`src/rtl/data_read_pkg.sv`:
```
// Shared capture-buffer sizing defaults and the capture FSM state encoding.
// No logic here; no latency and no backpressure.
package data_read_pkg;

  localparam int DEPTH_DEF  = 4096;
  localparam int ADDR_W_DEF = 12;

  typedef enum logic [2:0] {
    ST_IDLE,
    ST_PRE,
    ST_WAIT_TRIG,
    ST_POST,
    ST_DONE
  } state_t;

endpackage

```
`src/rtl/data_read_ctrl.sv`:
```
// Pre/post-trigger capture controller driving a circular sample buffer; write strobe is 1 cycle after the sample.
// No backpressure: every sample_valid seen in PRE/WAIT_TRIG/POST is written, and abort or rst drops it.
module data_read_ctrl
  import data_read_pkg::*;
#(
  parameter int DEPTH  = DEPTH_DEF,
  parameter int ADDR_W = ADDR_W_DEF
) (
  input  logic              wr_clk,
  input  logic              rst,
  input  logic              arm,
  input  logic              abort,
  input  logic              trig,
  input  logic [ADDR_W-1:0] pretrig,
  input  logic              sample_valid,
  input  logic              rd_release,
  output logic [ADDR_W-1:0] buf_wr_addr,
  output logic              buf_wr_en,
  output logic              busy,
  output logic              triggered,
  output logic              done,
  output logic [ADDR_W-1:0] start_addr
);

  localparam logic [ADDR_W:0]   DEPTH_C = (ADDR_W+1)'(DEPTH);
  localparam logic [ADDR_W:0]   CNT_ONE = (ADDR_W+1)'(1);
  localparam logic [ADDR_W-1:0] PTR_TOP = ADDR_W'(DEPTH - 1);

  state_t            state_q, state_d;
  logic [ADDR_W-1:0] wr_ptr_q, wr_ptr_d, ptr_inc;
  logic [ADDR_W-1:0] pretrig_q, pretrig_d;
  logic [ADDR_W-1:0] start_q, start_d;
  logic [ADDR_W:0]   cnt_q, cnt_d, post_total;
  logic              accept;
  logic              wr_en_q;
  logic [ADDR_W-1:0] wr_addr_q;

  assign ptr_inc    = (wr_ptr_q == PTR_TOP) ? '0 : wr_ptr_q + 1'b1;
  // Post-trigger budget tops up the pre-trigger writes to exactly DEPTH.
  assign post_total = DEPTH_C - {1'b0, pretrig_q};

  always_comb begin
    state_d   = state_q;
    wr_ptr_d  = wr_ptr_q;
    pretrig_d = pretrig_q;
    start_d   = start_q;
    cnt_d     = cnt_q;
    accept    = 1'b0;

    case (state_q)
      ST_IDLE, ST_DONE: begin
        if (state_q == ST_DONE && rd_release) begin
          state_d = ST_IDLE;
        end else if (arm) begin
          wr_ptr_d  = '0;
          pretrig_d = pretrig;
          cnt_d     = {1'b0, pretrig};
          state_d   = (pretrig == '0) ? ST_WAIT_TRIG : ST_PRE;
        end
      end

      ST_PRE: begin
        if (sample_valid) begin
          accept   = 1'b1;
          wr_ptr_d = ptr_inc;
          cnt_d    = cnt_q - CNT_ONE;
          if (cnt_q == CNT_ONE) state_d = ST_WAIT_TRIG;
        end
      end

      ST_WAIT_TRIG: begin
        if (sample_valid) begin
          accept   = 1'b1;
          wr_ptr_d = ptr_inc;
        end
        if (trig) begin
          start_d = wr_ptr_q - pretrig_q;
          // A sample arriving with the trigger is the first post-trigger sample.
          cnt_d   = post_total - {{ADDR_W{1'b0}}, sample_valid};
          state_d = (sample_valid && post_total == CNT_ONE) ? ST_DONE : ST_POST;
        end
      end

      ST_POST: begin
        if (sample_valid) begin
          accept   = 1'b1;
          wr_ptr_d = ptr_inc;
          cnt_d    = cnt_q - CNT_ONE;
          if (cnt_q == CNT_ONE) state_d = ST_DONE;
        end
      end

      default: state_d = ST_IDLE;
    endcase

    if (abort) begin
      state_d  = ST_IDLE;
      accept   = 1'b0;
      wr_ptr_d = wr_ptr_q;
      cnt_d    = '0;
    end
  end

  always_ff @(posedge wr_clk) begin
    if (rst) begin
      state_q   <= ST_IDLE;
      wr_ptr_q  <= '0;
      pretrig_q <= '0;
      start_q   <= '0;
      cnt_q     <= '0;
      wr_en_q   <= 1'b0;
      wr_addr_q <= '0;
    end else begin
      state_q   <= state_d;
      wr_ptr_q  <= wr_ptr_d;
      pretrig_q <= pretrig_d;
      start_q   <= start_d;
      cnt_q     <= cnt_d;
      wr_en_q   <= accept;
      if (accept) wr_addr_q <= wr_ptr_q;
    end
  end

  assign buf_wr_en   = wr_en_q;
  assign buf_wr_addr = wr_addr_q;
  assign start_addr  = start_q;
  assign busy        = (state_q == ST_PRE) || (state_q == ST_WAIT_TRIG) || (state_q == ST_POST);
  assign triggered   = (state_q == ST_POST) || (state_q == ST_DONE);
  assign done        = (state_q == ST_DONE);

endmodule

```
`config.mk`:
```
export PLATFORM = sky130hd
export DESIGN_NAME = data_read_ctrl
export DESIGN_NICKNAME = d
export VERILOG_FILES = /design/src/rtl/data_read_pkg.sv /design/src/rtl/data_read_ctrl.sv
export SDC_FILE = /design/constraint.sdc
export NUM_CORES = 1
export LEC_CHECK = 0
export BUFFER_PORTS_ARGS = -buffer_cell sky130_fd_sc_hd__buf_2
export CORE_MARGIN = 3
export CORE_UTILIZATION = 50
export CTS_CLUSTER_DIAMETER = 100
export CTS_CLUSTER_SIZE = 28
export DETAILED_ROUTE_END_ITERATION = 7
export PLACE_DENSITY_LB_ADDON = 0.25
export SKIP_CTS_REPAIR_TIMING = 1
export SLEW_MARGIN = 20
export SYNTH_ARGS = -nofsm -noshare
export SYNTH_HDL_FRONTEND = slang
export SYNTH_SLANG_ARGS = --single-unit
```
`constraint.sdc`:
```
create_clock -name wr_clk -period 3.3 [get_ports wr_clk]
set_clock_uncertainty 0.1 [all_clocks]
set_input_delay 0.165 -clock wr_clk [delete_from_list [all_inputs] [get_ports wr_clk]]
set_output_delay 0.165 -clock wr_clk [all_outputs]
set_load 0.005 [all_outputs]
```
==> qor.yml <==
status: "finished with violations"
violations: "hold timing"
initialDrtViolationCount: 341
synthToLayoutAreaGrowth_pct: 12.5
irDropWorstVdd_uv: 210
hold_viol: 6
rsz0062_at_grt: "false"
grt-busiest-layer: "met2"
start_util_pct: 52.6
cts.clk_slew.worst_paths_ns: 0.08
cts_made_buffers: 9
syn_nets: 595
path_buf_inv: 1
synth.top_cell.area_share_pct: 31.2
grt_usage_pct: 24.3
synthTopCellsByArea: "dfxtp_1, a21oi_1, nand2_1"
grt_max_degree: 47
diodes: 0
dpl_worst_slack_ns: 0.502
io_pins: 47
setup_tns_ns: 0
critPathRequiredTime_ns: 3.44
worst-setup-path-type: "register to register"
synth_enable_flop_cells: 0
final_core_util_pct: 59.2
cts_root_buffer: "clkbuf_8"
row_count: 32
die_y_um: 97.3
dp_hpwl_um: 8740
synthCells: 557
antenna_found_initial: 0
met2_usage_pct: 36.9
portBuffers: 46
final_nets: 632
synth_ff_type: "dfxtp_1"
setup_viol: 0
vias: 4251
htreeDepth: 3
ant_nets: 0
slowest_stage: "nor4b_2"
synth_common_cells: "nand2_1, a21oi_1, dfxtp_1"
gr-usage-met1_pct: 34.9
crit_fanout: 9
max_slew.worst_pin.slew_ns: 0.812
finalWirelength_um: 11800
p_leak_nw: 1.84
synthArstFlopShare_pct: 0
first_global_vias: 3834
cp-start-kind: "register"
wl_per_cell_um: 16.8
gp_congestion: 0.909
drc: 0
cts_buffer_depth: 2
fmax_mhz: 350
path_delay_family: "compound AO/OA/AOI/OAI gates"
drive_gt1_share_pct: 12.9
clkLatencyLatePin_ns: 0.35
cts_sinks: 65
cp.arrival_ns: 3.00
synth_area_leader_cell: "dfxtp_1"
finalCriticalPeriod_ns: 2.86
cp-end-kind: "register"
fin_ws_ns: 0.444
maxCapViolCount: 0
die_x_um: 97.3
core-area_mm2: 0.00793
finalPower_w: 0.00207
grt.met3_usage_pct: 3.59
power.density_mw_per_mm2: 441
fp.dieArea_mm2: 0.00947
synth_warnings: 0
yosys_register_bits: 65
fin_crit_sh_pct: 86.5
holdWs_ns: -0.0169
crit_chain: "inv_1, ha_1, nor4b_2, nand4_1, a2111oi_4, xnor2_1, a222oi_1, a21oi_1"
cpPeakStageDelay_ns: 0.49
cts_tree: "yes"
yosysSeqAreaShare_pct: 31.2
relSlewSlack_pct: 45.9
hold_class: "input port to register"
nFillCells: 770
firstDrtPassIters: 5
vias_per_cell: 6.06
avgSynthCellArea_um2: 7.48
yosysMostFrequentCell: "nand2_1"
gr-total-overflow: 0
syn-cell-area_mm2: 0.00417
grt_pass1_wl_um: 19100
slew_viol_final: 0
netlist-cell-type-count: 64
placed cells by master, fill, tap and decap left out, types with 3 or more instances in the layout:
| master | n |
|---|---|
| and4_1 | 3 |
| o31ai_1 | 3 |
| nor3b_1 | 4 |
| nor2_1 | 46 |
| or3_1 | 6 |
| nor2b_1 | 10 |
| a31oi_1 | 9 |
| nand3_1 | 9 |
| a21o_1 | 4 |
| o21ai_0 | 22 |
| nand3b_1 | 3 |
| nand2_1 | 84 |
| or2_2 | 4 |
| buf_2 | 46 |
| nor4_1 | 8 |
| o211ai_1 | 3 |
| inv_1 | 23 |
| buf_4 | 7 |
| dfxtp_1 | 65 |
| a22oi_1 | 4 |
| o21ai_1 | 4 |
| xnor2_1 | 20 |
| o221ai_1 | 3 |
| nand4_1 | 3 |
| a41oi_1 | 3 |
| a21oi_1 | 71 |
| and3_1 | 9 |
| a211oi_1 | 7 |
| clkbuf_8 | 10 |
| nand2b_1 | 6 |
| xor2_1 | 8 |
| ha_1 | 18 |
| o21a_1 | 4 |
| nor3_1 | 23 |
final cells by class:
| class | instances | area (µm²) | area share [%] |
|---|---|---|---|
| Multi-Input combinational cell | 442 | 2670 | 56.9 |
| Sequential cell | 65 | 1300 | 27.7 |
| Timing Repair Buffer | 53 | 283 | 6.03 |
| Clock buffer | 12 | 145 | 3.09 |
| Tap cell | 102 | 128 | 2.72 |
| Inverter | 23 | 86.3 | 1.84 |
| Clock inverter | 4 | 76.3 | 1.63 |
cell families after synthesis:
group | synth area share [%]
muxes | 0.480
DFF | 31.2
buffers and inverters | 4.71
adders and majority gates | 5.88
xor gates and xnor gates | 5.88
AOI/OAI and AO/OA | 24.5
and+or+nand+nor | 27.3
sequential cells by signal, summed over array words and instances (netlist names):
name	cells
wr_ptr_q	12
buf_wr_en	1
buf_wr_addr	12
pretrig_q	12
start_addr	12
state_q	3
cnt_q	13
layer usage:
metal | part of all wire [%] | vias up
met3 | 7.8 | 24
met1 | 46 | 1971
met4 | 2.5 | 0
li1 | - | 2078
met2 | 44 | 178
met5 | 0 | -
final timing paths:
kind,start,end,slack [ns],cells past startpoint
setup / recovery,pretrig_q[1],cnt_q[10],0.44,8
hold / removal,pretrig[8],pretrig_q[8],-0.02,3
setup reg to reg,pretrig_q[1],cnt_q[10],0.44,8
hold reg to reg,buf_wr_addr[10],buf_wr_addr[10],0.35,2
tightest hold or removal path, stage by stage:
cell and delay [ns]:
buf_2 0.12, nand2_1 0.06, a21oi_1 0.05
metrics by stage:
stage               area, µm²  cells
floorplan                4170    557
global placement         4470    685
detailed placement       4470    685
CTS                      4690    701
global route             4690    701
finish                   4690    701
where the power goes:
group / switching, W / internal (W) / total [W]
sequential: 0.0000371 / 0.000806 / 0.000843
clock: 0.000323 / 0.000448 / 0.000771
combinational: 0.000274 / 0.000178 / 0.000452
total: 0.000634 / 0.00143 / 0.00207
No activity file was read; power rests on OpenSTA's default activity.
